===== src/rtl/svn_scan_ctrl.sv =====
// svn_scan_ctrl: time-multiplexed scan for a 4-digit common-anode display.
// Writes land in a shadow copy and move to the displayed copy only at a frame
// boundary, or straight away while the display is dark, so no frame ever
// shows a mix of old and new digits.
//
// Scan position (cnt_q, idx_q):
//   state                | meaning
//   cnt_q < DEAD_CYC     | dead time, all anodes off, digit already driven
//   cnt_q >= DEAD_CYC    | anode idx_q lit
//   idx_q==3, cnt_q==max | last cycle of frame, commit point
module svn_scan_ctrl #(
  parameter int REFRESH_DIV = 100000,
  parameter int DEAD_CYC    = 16
) (
  input  logic        clk,
  input  logic        rst_n,
  input  logic        enable,
  input  logic        wr_en,
  input  logic [15:0] wr_data,
  input  logic [3:0]  wr_dp,
  input  logic        blank_lz,
  output logic [3:0]  an,
  output logic [3:0]  digit,
  output logic        dp_n,
  output logic        pending,
  output logic        frame_done
);

  localparam int CW = (REFRESH_DIV > 2) ? $clog2(REFRESH_DIV) : 1;
  localparam logic [CW-1:0] CNT_LAST = CW'(REFRESH_DIV - 1);
  localparam logic [CW-1:0] CNT_DEAD = CW'(DEAD_CYC);

  logic [CW-1:0] cnt_q, cnt_d;
  logic [1:0]    idx_q, idx_d;
  logic [15:0]   shadow_val_q, shadow_val_d;
  logic [3:0]    shadow_dp_q, shadow_dp_d;
  logic [15:0]   act_val_q, act_val_d;
  logic [3:0]    act_dp_q, act_dp_d;
  logic          pending_q, pending_d;

  logic          cnt_last;
  logic          commit;
  logic [3:0]    nibble;
  logic          lead_zero;

  assign cnt_last   = (cnt_q == CNT_LAST);
  assign frame_done = enable & (idx_q == 2'd3) & cnt_last;
  // while dark there is no frame to tear, so commit immediately
  assign commit     = pending_q & (frame_done | ~enable);

  // next-state: scan position, shadow/active registers and pending flag
  always_comb begin
    cnt_d        = cnt_q;
    idx_d        = idx_q;
    shadow_val_d = shadow_val_q;
    shadow_dp_d  = shadow_dp_q;
    act_val_d    = act_val_q;
    act_dp_d     = act_dp_q;
    pending_d    = pending_q;

    if (!enable) begin
      cnt_d = '0;
      idx_d = 2'd0;
    end else if (cnt_last) begin
      cnt_d = '0;
      idx_d = idx_q + 2'd1;
    end else begin
      cnt_d = cnt_q + CW'(1);
    end

    // active takes the pre-edge shadow; a same-edge write stays pending
    if (commit) begin
      act_val_d = shadow_val_q;
      act_dp_d  = shadow_dp_q;
      pending_d = 1'b0;
    end
    if (wr_en) begin
      shadow_val_d = wr_data;
      shadow_dp_d  = wr_dp;
      pending_d    = 1'b1;
    end
  end

  // state registers with synchronous active-low reset
  always_ff @(posedge clk) begin
    if (!rst_n) begin
      cnt_q        <= '0;
      idx_q        <= 2'd0;
      shadow_val_q <= 16'h0000;
      shadow_dp_q  <= 4'h0;
      act_val_q    <= 16'h0000;
      act_dp_q     <= 4'h0;
      pending_q    <= 1'b0;
    end else begin
      cnt_q        <= cnt_d;
      idx_q        <= idx_d;
      shadow_val_q <= shadow_val_d;
      shadow_dp_q  <= shadow_dp_d;
      act_val_q    <= act_val_d;
      act_dp_q     <= act_dp_d;
      pending_q    <= pending_d;
    end
  end

  // leading-zero detect: this digit and every digit to its left are zero
  always_comb begin
    lead_zero = 1'b0;
    case (idx_q)
      2'd1:    lead_zero = (act_val_q[15:4] == 12'h000);
      2'd2:    lead_zero = (act_val_q[15:8] == 8'h00);
      2'd3:    lead_zero = (act_val_q[15:12] == 4'h0);
      default: lead_zero = 1'b0;
    endcase
  end

  assign nibble = act_val_q[{idx_q, 2'b00} +: 4];

  // output decode straight from registered state
  always_comb begin
    an    = 4'b1111;
    digit = 4'hF;
    dp_n  = 1'b1;
    if (enable) begin
      if (cnt_q >= CNT_DEAD) begin
        an = ~(4'b0001 << idx_q);
      end
      digit = (blank_lz && lead_zero) ? 4'hF : nibble;
      dp_n  = ~act_dp_q[idx_q];
    end
  end

  assign pending = pending_q;

endmodule


===== config.mk =====
export PLATFORM = sky130hd
export DESIGN_NAME = svn_scan_ctrl
export DESIGN_NICKNAME = d
export VERILOG_FILES = /design/src/rtl/svn_scan_ctrl.sv
export SDC_FILE = /design/constraint.sdc
export NUM_CORES = 1
export LEC_CHECK = 0
export BUFFER_PORTS_ARGS = -buffer_cell sky130_fd_sc_hd__clkbuf_2
export CAP_MARGIN = 10
export CORE_ASPECT_RATIO = 1.2
export CORE_MARGIN = 4
export CORE_UTILIZATION = 61
export CTS_CLUSTER_SIZE = 12
export DETAILED_ROUTE_END_ITERATION = 8
export PLACE_DENSITY = 0.84
export SYNTH_ARGS = -nofsm -noshare
export SYNTH_HDL_FRONTEND = slang
export SYNTH_SLANG_ARGS = --single-unit
export TNS_END_PERCENT = 20

===== constraint.sdc =====
create_clock -name clk -period 3.91 [get_ports clk]
set_input_delay 0.1955 -clock clk [delete_from_list [all_inputs] [get_ports clk]]
set_output_delay 0.1955 -clock clk [all_outputs]
set_load 0.01 [all_outputs]

* Word level (Yosys, flattened, before mapping) *
Index checks and enable logic that the tools add are counted.

word-level totals
  memory bits (read-only) = 0
  input bits = 25
  RAM bits = 0
  latch bits = 0
  memories kept = 0
  output and inout port bits = 11
  word-level logic and storage cells = 42
  register bits = 60

cells by class
  $lt $le $gt $ge = 2
  equality and inequality tests = 4
  reduce and logical (&&, ||, !) cells = 7
  shifts and indexed selects = 2
  mux-type cells = 10
  divide/modulo/power cells = 0
  bitwise logic cells = 8
  $mul = 0
  add/sub/neg operators = 2

operators with widths
  cell                     number
  $add A17 B1 Y17 const B  1
  $eq A17 B17 Y1 const B   1
  $ge A17 B5 Y1 const B    1
  $mux W4                  4
  $shiftx A16 B5 Y4        1
  $logic_not A12 Y1        1
  $logic_not A8 Y1         1
  $eq A2 B2 Y1 const B     2
  $logic_not A4 Y1         1
  $mux W1                  4
  $not A4 Y4               1
  $shl A1 B2 Y4 const A    1
  $and A1 B1 Y1            3
  $lt A2 B3 Y1 const B     1
  $not A1 Y1               3
  $pmux W1 S3              1
  $reduce_or A3 Y1         1
  $add A2 B1 Y2 const B    1
  $bmux W1 S2              1
  $eq A2 B1 Y1 const B     1
  $reduce_and A2 Y1        1
  $reduce_bool A2 Y1       1
  $logic_and A1 B1 Y1      1
  $or A1 B1 Y1             1

* Depth between registers and ports, before layout *
Gate-level depths: netlist of run 1.

  word-level depth = 7
  gate-level depth with buffers = 7

* Worst setup path after synthesis of run 1 *
No wires, ideal clock.

  path kind = register to output
  from = reg cnt_q[13]
  to = out an[0]
  arrival time = 1.838 ns
  cell stages (with the launch flop) = 5
  path slack = 1.876 ns
  required time = 3.714 ns
  buffers on the path = 0
  path through = dfxtp_1 -> or4_4 -> or4_4 -> o41a_1 -> nand2_1

between the ends
  cells in the longest elaborated chain, start to end = 3

ends and longest elaborated chain
  element                 RTL line  source
  from (decl)             33        logic [CW-1:0] cnt_q, cnt_d;
  from (signal assigned)  95        cnt_q <= cnt_d;
  $ge A17 B5 Y1           124       if (cnt_q >= CNT_DEAD) begin
  $mux W4                 124
  $mux W4                 123       if (enable) begin
  to (decl)               22        output logic [3:0] an,

No other way between the ends.

* Worst setup path in the final report of run 1 *
Ends and elaborated chain as after synthesis.

==> Flow_metrics.wiki, run 1 <==
{| class="wikitable"
! Metric !! Value
|-
| Result of the run || completed
|-
| Post-CTS clock slew at the launch and capture registers of the worst setup and hold paths || 0.06 ns
|-
| Final std cells w/o fill || ~390
|-
| Asr flop ratio synth || 0%
|-
| DIE HEIGHT || 81.92 um
|-
| Layout net count || around 360
|-
| CTS tree || yes
|-
| Worst path cell trace || or4_4 -> or4_4 -> o41a_1 -> nand2_1 -> clkbuf_2
|-
| Detailed Route WL || around 5.7 mm
|-
| Final count of pins violating max slew || 0
|-
| Critical path's largest stage delay || approximately 0.58 ns
|-
| Pre-CTS setup slack || approximately 1.7 ns
|-
| Worst clock skew || ~0.0052 ns
|-
| Largest fanout of any net on the critical path || 6
|-
| Initial detailed-routing violation count || a little under 200
|-
| PortBufs || 35
|-
| Area share of the largest cell type after synthesis || between 40% and 50%
|-
| Setup TNS Final || 0 ns
|-
| Peak ir drop on the vdd network || just under 0.0003 V
|-
| Cell at the root of the clock tree || sky130_fd_sc_hd__clkbuf_8
|-
| Antenna violations before repair || 0
|-
| Number of H-tree levels || 3
|-
| Setup crit end kind || output pin
|-
| Global Route met2 Usage || approximately two fifths
|-
| Leakage power total || about 1.3 nW
|-
| Most repeated library cell on the critical path || sky130_fd_sc_hd__or4_4
|-
| Total number of vias || between 2000 and 2500
|-
| Flip-flop and latch count after synthesis || 60
|-
| Critical Path RT || 3.71 ns
|-
| Worst setup path category || reg2out
|-
| First-pass GRT wire length || around 10 mm
|-
| Post-CTS Setup Bufs || 0
|-
| Number of standard cells after synthesis || roughly 300
|-
| Total power density per cell area || 402.5 nW/um2
|-
| DIE WIDTH || between 60 and 70 um
|-
| Commonest non-fill, non-tap cell in the layout || sky130_fd_sc_hd__dfxtp_1
|-
| Highest-count cells in the layout ignoring fill and taps || 60 x sky130_fd_sc_hd__dfxtp_1, 53 x sky130_fd_sc_hd__nand2_1, 40 x sky130_fd_sc_hd__mux2i_1, 35 x sky130_fd_sc_hd__clkbuf_2, 25 x sky130_fd_sc_hd__nor2b_1
|-
| Measured slew at the worst slew-check pin || around 0.69 ns
|-
| Gr busiest metal || met2
|-
| Remaining antenna violation count || 0
|-
| Setup Viol. Count Final || 0
|-
| Number of detailed-routing iterations run before antenna repair || 5
|-
| Most area-hungry cell type in the Yosys netlist || sky130_fd_sc_hd__dfxtp_1
|-
| Most frequently used flop master after synthesis || sky130_fd_sc_hd__dfxtp_1
|-
| Area growth from synthesis to layout || 14.46%
|-
| Net count after synthesis || about 330
|-
| Portion of the post-synthesis area used by sequential elements || ~43%
|-
| Slowest cell on the critical path || sky130_fd_sc_hd__or4_4
|-
| Final critical-path required period || roughly 2.6 ns
|-
| Critical path launch point type || flip-flop
|-
| Unrepaired setup endpoints after global routing || false
|-
| Number of gates resized after cts || 0
|-
| Global placer's final weighted congestion || 0.8067
|-
| Met3 usage in global routing || between 5 and 6%
|-
| Placeable Area || around 4300 um2
|-
| Maximum number of pins on one net before global-route repair || 63
|-
| Total number of placement rows || 26
|-
| Number of distinct library cell variants in the gate-level netlist after synthesis || 34
|-
| Share of the core filled with cells || roughly three quarters
|-
| Number of inserted diodes || 0
|-
| Overall routing resource usage || between 20% and 30%
|-
| Post-synth EDFFs || 0
|-
| Vias in the first global route || ~2300
|-
| Fraction of layout instances using a drive strength above 1 || a little under a fifth
|-
| Max frequency || roughly 380 MHz
|-
| Path category of the worst min-delay check || in2reg
|-
| Mean routed wirelength per cell || roughly 15 um
|-
| Yosys Warn Count || 0
|-
| Hold_buf cts || 0
|-
| Global-route congestion overflow total || 0
|-
| HPWL reported at the end of detailed placement || 3.943 mm
|-
| Bufs on Longest Clock Path || 2
|-
| Residual DRC count || 0
|-
| Netlist area before placement || about 2800 um2
|-
| Main area contributors after synthesis || sky130_fd_sc_hd__dfxtp_1 43%, sky130_fd_sc_hd__mux2i_1 14%, sky130_fd_sc_hd__nand2_1 7.2%
|-
| Clock insertion delay at the later pin of the skew report || 0.33 ns
|-
| Number of top-level pins || 36
|-
| GR Util met1 || about a quarter
|-
| Worst relative slew slack || 53.96%
|-
| Die Footprint || around 5700 um2
|-
| Initial standard-cell utilization of the core || between 60% and 70%
|-
| Via density || 5.662
|-
| PnR worst setup slack || approximately 1.3 ns
|-
| Period utilisation layout || around 67%
|-
| Endpoint arrival time on the critical path || 2.41 ns
|-
| Number of hold violations in the final report || 0
|-
| Num CTS Buffers || 9
|-
| Mean cell area of the mapped netlist || 9.384 um2
|-
| Sinks on the clock net || 60
|-
| MaxCap Viol Count || 0
|-
| Inst Count DP || 372
|}
-- worst max-delay path: cells and delay by family (launching register included) --
kind / cells / cell delay, ns
and+or+nand+nor: 3 / 1.15
buffers and inverters: 1 / 0.13
DFF: 1 / 0.35
AOI/OAI and AO/OA: 1 / 0.45
-- kinds of logic after synthesis --
kind of cell	after synthesis	share of synthesized area [%]
simple gates	126	23.33
flops	60	43.24
mux	45	18.47
compound gates	25	5.360
buf+inv	23	3.288
xor+xnor	10	3.153
fa+ha+maj	7	3.153
-- flip-flops by register name, summed over array words and instances (netlist names) --
name and count:
act_dp_q 4, act_val_q 16, shadow_dp_q 4, cnt_q 17, idx_q 2, shadow_val_q 16
pending 1
-- metrics by stage --
stage | hold slack, ns | instance area (um2) | power [mW]
after floorplan | 0.3649 | 2778 | 0.7097
after global placement | 0.4379 | 2977 | 0.7326
after detailed placement | 0.4500 | 2977 | 0.7362
after CTS | 0.1095 | 3179 | 1.291
after global routing | 0.1396 | 3179 | 1.333
final | 0.1177 | 3179 | 1.280
-- path summary, 6_finish.rpt --
| kind | from | end | slack [ns] | cells past startpoint |
|---|---|---|---|---|
| min reg2reg | shadow_val_q[10]$_SDFFE_PN0P_ | act_val_q[10]$_SDFFE_PN0P_ | 0.46 | 2 |
| max reg2reg | cnt_q[0]$_SDFF_PP0_ | cnt_q[4]$_SDFF_PP0_ | 1.71 | 5 |
| max | cnt_q[13]$_SDFF_PP0_ | an[0] | 1.31 | 5 |
| min | wr_dp[0] | shadow_dp_q[0]$_SDFFE_PN0P_ | 0.12 | 3 |
-- power by group --
group          switching (mW)  internal, mW  leakage [nW]
logic                  0.0429        0.0398         0.751
clock network           0.230         0.327         0.102
registers              0.0105         0.629         0.488
-- cells in the mapped netlist, types with 2 or more instances --
library cell	count
sky130_fd_sc_hd__a21o_1	2
sky130_fd_sc_hd__and3_1	3
sky130_fd_sc_hd__mux2i_1	40
sky130_fd_sc_hd__nand4_1	4
sky130_fd_sc_hd__o21ai_0	9
sky130_fd_sc_hd__ha_1	7
sky130_fd_sc_hd__dfxtp_1	60
sky130_fd_sc_hd__inv_1	6
sky130_fd_sc_hd__o31ai_1	2
sky130_fd_sc_hd__nor2b_1	25
sky130_fd_sc_hd__xnor2_1	5
sky130_fd_sc_hd__buf_2	4
sky130_fd_sc_hd__xor2_1	5
sky130_fd_sc_hd__nor2_1	12
sky130_fd_sc_hd__or4_1	4
sky130_fd_sc_hd__nand3_1	9
sky130_fd_sc_hd__or3_1	3
sky130_fd_sc_hd__or4_4	2
sky130_fd_sc_hd__nand2_1	53
sky130_fd_sc_hd__nor4_1	4
sky130_fd_sc_hd__a21oi_1	8
sky130_fd_sc_hd__nor3_1	2
sky130_fd_sc_hd__mux4_2	5
sky130_fd_sc_hd__buf_1	2
sky130_fd_sc_hd__clkbuf_1	11
-- layer usage --
layer  wire, um  part of all wire (%)  up-vias
met5          0                     0        -
met4        165                   2.9        0
met3        273                   4.8       18
met2       2968                    52       75
met1       2284                    40     1025
li1           -                     -     1079
-- area by class of cell --
cell class,instances,area [um2]
clock buffer,12,155.1
fill,328,1147
inverter,6,22.52
clock inverter,4,47.55
multi-input combinational,213,1493
tap,56,70.07
sequential,60,1201
timing repair buffer,37,190.2
(Power assumes the default switching activity.)
==> run 2: changes to the inputs <==
ABC_AREA = 1   (was not set)
CORE_UTILIZATION = 52   (was 61)
PLACE_DENSITY = 0.76   (was 0.84)
clock period = 2.2 ns   (was 3.91 ns; I/O delays follow)
==> Flow_metrics.wiki, run 2 <==
{| class="wikitable"
! Metric !! Value
|-
| Result of the run || completed (unchanged)
|-
| Worst path cell trace || inv_2 -> ha_1 -> nand3_1 -> o21bai_1 -> nand2_1 -> o21bai_1 -> nand4_1 -> nand2_1 -> clkbuf_2 (was or4_4 -> or4_4 -> o41a_1 -> nand2_1 -> clkbuf_2)
|-
| R2R Path End || act_val_q[15]$_SDFFE_PN0P_ (was cnt_q[4]$_SDFF_PP0_)
|-
| Residual DRC count || 0 (unchanged)
|-
| Yosys Warn Count || 0 (unchanged)
|-
| Largest fanout of any net on the critical path || 8 (was 6)
|-
| Initial detailed-routing violation count || 99 (was 199)
|-
| Detailed Route WL || 6.066 mm (was 5.692 mm)
|-
| Mean cell area of the mapped netlist || 7.051 um2 (was 9.384 um2)
|-
| Worst relative slew slack || 73.82% (was 53.96%)
|-
| Antenna violations before repair || 0 (unchanged)
|-
| Bufs on Longest Clock Path || 2 (unchanged)
|-
| Post-CTS clock slew at the launch and capture registers of the worst setup and hold paths || 0.06 ns (about the same)
|-
| Most frequently used flop master after synthesis || sky130_fd_sc_hd__dfxtp_1 (unchanged)
|-
| Via density || 5.126 (was 5.662)
|-
| Slowest cell on the critical path || sky130_fd_sc_hd__dfxtp_2 (was sky130_fd_sc_hd__or4_4)
|-
| Maximum number of pins on one net before global-route repair || 43 (was 63)
|-
| Registers with the most flip-flops || cnt_q: 17 flops, act_val_q: 16 flops, shadow_val_q: 16 flops (unchanged)
|-
| Area growth from synthesis to layout || 13.26% (was 14.46%)
|-
| Cell at the root of the clock tree || sky130_fd_sc_hd__clkbuf_8 (unchanged)
|-
| Vias in the first global route || 2313 (was 2270)
|-
| Leakage power total || 1.413 nW (was 1.341 nW)
|-
| Number of inserted diodes || 0 (unchanged)
|-
| Critical path launch point type || flip-flop (unchanged)
|-
| Number of standard cells after synthesis || 411 (was 296)
|-
| Largest register FFs || 17 (unchanged)
|-
| Endpoint of the worst hold-timing path || idx_q[1]$_SDFFE_PN0P_ (was shadow_dp_q[0]$_SDFFE_PN0P_)
|-
| Netlist area before placement || 2898 um2 (was 2778 um2)
|-
| Most repeated cell in the gate-level netlist after synthesis || sky130_fd_sc_hd__nand2_1 (was sky130_fd_sc_hd__dfxtp_1)
|-
| Total power density per cell area || 716.9 nW/um2 (was 402.5 nW/um2)
|-
| Post-synth EDFFs || 0 (unchanged)
|-
| Final critical-path required period || 2.007 ns
|-
| Commonest non-fill, non-tap cell in the layout || sky130_fd_sc_hd__nand2_1 (was sky130_fd_sc_hd__dfxtp_1)
|-
| DIE WIDTH || 76.15 um (was 69.60 um)
|-
| Critical path's largest stage delay || 0.37 ns (was 0.58 ns)
|-
| Number of cells on the worst hold path || 3 (unchanged)
|-
| Global placer's final weighted congestion || 0.9297 (was 0.8067)
|-
| Area share of the largest cell type after synthesis || 41.45% (was 43.24%)
|-
| Register-to-register setup slack || 0.43 ns (was 1.71 ns)
|-
| Setup TNS Final || 0 ns (unchanged)
|-
| Endpoint arrival time on the critical path || 1.90 ns (was 2.41 ns)
|-
| Setup Viol. Count Final || 0 (unchanged)
|-
| Measured slew at the worst slew-check pin || 0.3891 ns (was 0.6854 ns)
|-
| Clock insertion delay at the later pin of the skew report || 0.34 ns (was 0.33 ns)
|-
| Total number of vias || 2609 (was 2197)
|-
| PnR worst setup slack || 0.1930 ns (was 1.307 ns)
|-
| Remaining antenna violation count || 0 (unchanged)
|-
| Fraction of layout instances using a drive strength above 1 || 16.78% (was 18.37%)
|-
| Flip-flop and latch count after synthesis || 60 (unchanged)
|-
| Global-route congestion overflow total || 0 (unchanged)
|-
| Critical Path RT || 2.09 ns (was 3.71 ns)
|-
| Most area-hungry cell type in the Yosys netlist || sky130_fd_sc_hd__dfxtp_1 (unchanged)
|-
| Max frequency || approximately 500 MHz
|-
| Source of the worst hold timing path || rst_n (was wr_dp[0])
|-
| Final count of pins violating max slew || 0 (unchanged)
|-
| MaxCap Viol Count || 0 (unchanged)
|-
| Worst setup path category || reg2out (unchanged)
|-
| Final standard cell area without fillers || 3282 um2 (was 3179 um2)
|-
| Unrepaired setup endpoints after global routing || false (unchanged)
|-
| Mean routed wirelength per cell || 11.92 um (was 14.67 um)
|-
| Number of H-tree levels || 3 (unchanged)
|-
| HPWL reported at the end of detailed placement || 4.396 mm (was 3.943 mm)
|-
| Highest-count cells in the layout ignoring fill and taps || 66 x sky130_fd_sc_hd__nand2_1, 58 x sky130_fd_sc_hd__dfxtp_1, 54 x sky130_fd_sc_hd__a21oi_1, 49 x sky130_fd_sc_hd__nor2_1, 47 x sky130_fd_sc_hd__inv_1 (was 60 x sky130_fd_sc_hd__dfxtp_1, 53 x sky130_fd_sc_hd__nand2_1, 40 x sky130_fd_sc_hd__mux2i_1, 35 x sky130_fd_sc_hd__clkbuf_2, 25 x sky130_fd_sc_hd__nor2b_1)
|-
| First-pass GRT wire length || 10.21 mm (was 9.977 mm)
|-
| Initial standard-cell utilization of the core || 54.33% (was 64.20%)
|-
| Cell area reported after detailed placement || 3068 um2 (was 2977 um2)
|-
| Overall routing resource usage || 17.88% (was 22.45%)
|-
| R2r startpoint || cnt_q[0]$_SDFF_PP0_ (unchanged)
|-
| Number of top-level pins || 36 (unchanged)
|-
| Sinks on the clock net || 60 (unchanged)
|-
| Die Footprint || 6836 um2 (was 5702 um2)
|-
| PortBufs || 35 (unchanged)
|-
| Setup crit end kind || output pin (unchanged)
|-
| Number of distinct library cell variants in the gate-level netlist after synthesis || 35 (was 34)
|-
| Most frequent cells after synthesis || 66 x sky130_fd_sc_hd__nand2_1, 60 x sky130_fd_sc_hd__dfxtp_1, 54 x sky130_fd_sc_hd__a21oi_1, 49 x sky130_fd_sc_hd__nor2_1, 48 x sky130_fd_sc_hd__inv_1 (was 60 x sky130_fd_sc_hd__dfxtp_1, 53 x sky130_fd_sc_hd__nand2_1, 40 x sky130_fd_sc_hd__mux2i_1, 25 x sky130_fd_sc_hd__nor2b_1, 12 x sky130_fd_sc_hd__nor2_1)
|-
| Number of hold violations in the final report || 0 (unchanged)
|-
| Asr flop ratio synth || 0% (unchanged)
|-
| Reg2reg path depth || 8 (was 5)
|-
| Placeable Area || 5334 um2 (was 4327 um2)
|-
| Hold_buf cts || 0 (unchanged)
|-
| FILL cells || 506 (was 328)
|-
| Peak ir drop on the vdd network || 0.0004509 V (was 0.0002958 V)
|-
| Portion of the post-synthesis area used by sequential elements || 41.45% (was 43.24%)
|-
| Path category of the worst min-delay check || in2reg (unchanged)
|-
| Area taken by multi-input logic gates || 1374 um2 (was 1493 um2)
|-
| Number of detailed-routing iterations run before antenna repair || 4 (was 5)
|-
| Layout net count || 474 (was 359)
|-
| Net count after synthesis || 443 (was 328)
|-
| CTS tree || yes (unchanged)
|-
| Share of the core filled with cells || 61.53% (was 73.48%)
|-
| Most flop-heavy register || cnt_q (unchanged)
|-
| DIE HEIGHT || 89.78 um (was 81.92 um)
|-
| Period utilisation layout || between 90% and 100%
|-
| Pre-CTS setup slack || 0.3204 ns (was 1.666 ns)
|-
| Main area contributors after synthesis || sky130_fd_sc_hd__dfxtp_1 41%, sky130_fd_sc_hd__a21oi_1 9.3%, sky130_fd_sc_hd__nand2_1 8.5% (was sky130_fd_sc_hd__dfxtp_1 43%, sky130_fd_sc_hd__mux2i_1 14%, sky130_fd_sc_hd__nand2_1 7.2%)
|-
| Worst clock skew || 0.006327 ns (was 0.005216 ns)
|-
| Total number of placement rows || 29 (was 26)
|-
| Area occupied by registers || 1204 um2 (was 1201 um2)
|-
| Num CTS Buffers || 9 (unchanged)
|}
-- run 2: cell type report --
| cell class | instances | share of cell area [%] |
|---|---|---|
| clock inverters | 4 | 1.449 |
| multi-input cells | 275 | 41.86 |
| repair buffers | 40 | 6.481 |
| flip-flops and latches | 60 | 36.68 |
| inverters | 56 | 6.443 |
| well taps | 62 | 2.364 |
| clock buffers | 12 | 4.727 |
-- run 2: routing by layer --
| layer | global-route usage [%] | up-vias | part of all wire, % |
|---|---|---|---|
| met1 | 22.13 | 1138 | 44 |
| met4 | 8.601 | 0 | 1.9 |
| li1 | - | 1400 | - |
| met5 | 0 | - | 0 |
| met3 | 4.600 | 11 | 5.0 |
| met2 | 28.71 | 60 | 49 |
-- run 2: per-stage QoR --
stage,hold slack (ns),power [mW],cells
2_1_floorplan,0.2601,1.326,411
3_3_place_gp,0.3882,1.374,492
3_5_place_dp,0.3946,1.380,492
4_1_cts,0.04341,2.376,508
5_1_grt,0.05800,2.465,509
6_report,0.04005,2.353,509
-- run 2: worst max path at each step --
stage / start / end
4_1_cts: idx_q[1]$_SDFFE_PN0P_ / digit[0]
6_report: idx_q[1]$_SDFFE_PN0P_ / digit[3]
2_1_floorplan: idx_q[0]$_SDFFE_PN0P_ / digit[0]
3_3_place_gp: idx_q[0]$_SDFFE_PN0P_ / digit[0]
5_1_grt: idx_q[0]$_SDFFE_PN0P_ / digit[3]
3_5_place_dp: idx_q[0]$_SDFFE_PN0P_ / digit[0]
-- run 2: what timing repair did --
item | 4_1_cts | 5_1_grt
pin swaps | 0 | 1
buffers inserted | 0 | 1
gates cloned | 0 | 0
gates resized for setup | 1 | 3
setup endpoints to repair | 4 | 4
-- run 2: critical path, delay by kind of cell, from the launching register on --
kind | cells | cell delay [ns]
DFF | 1 | 0.37
buffers and inverters | 2 | 0.27
AOI/OAI and AO/OA | 2 | 0.25
adders and majority gates | 1 | 0.18
and+or+nand+nor | 4 | 0.49
-- run 2: logic make-up after synthesis --
family                     count (synthesis)  synth area share (%)
and+or+nand+nor                          169                 26.60
AOI/OAI and AO/OA                         98                 17.49
buffers and inverters                     76                 11.14
DFF                                       60                 41.45
adders and majority gates                  7                 3.022
xor gates and xnor gates                   1                0.3023
-- run 2: where the power goes --
| part | switching, mW | internal [mW] | total, mW | leakage, nW |
|---|---|---|---|---|
| clock | 0.417 | 0.581 | 0.998 | 0.102 |
| combinational | 0.123 | 0.0748 | 0.197 | 0.818 |
| sequential | 0.0212 | 1.14 | 1.16 | 0.493 |
| total | 0.561 | 1.79 | 2.35 | 1.41 |
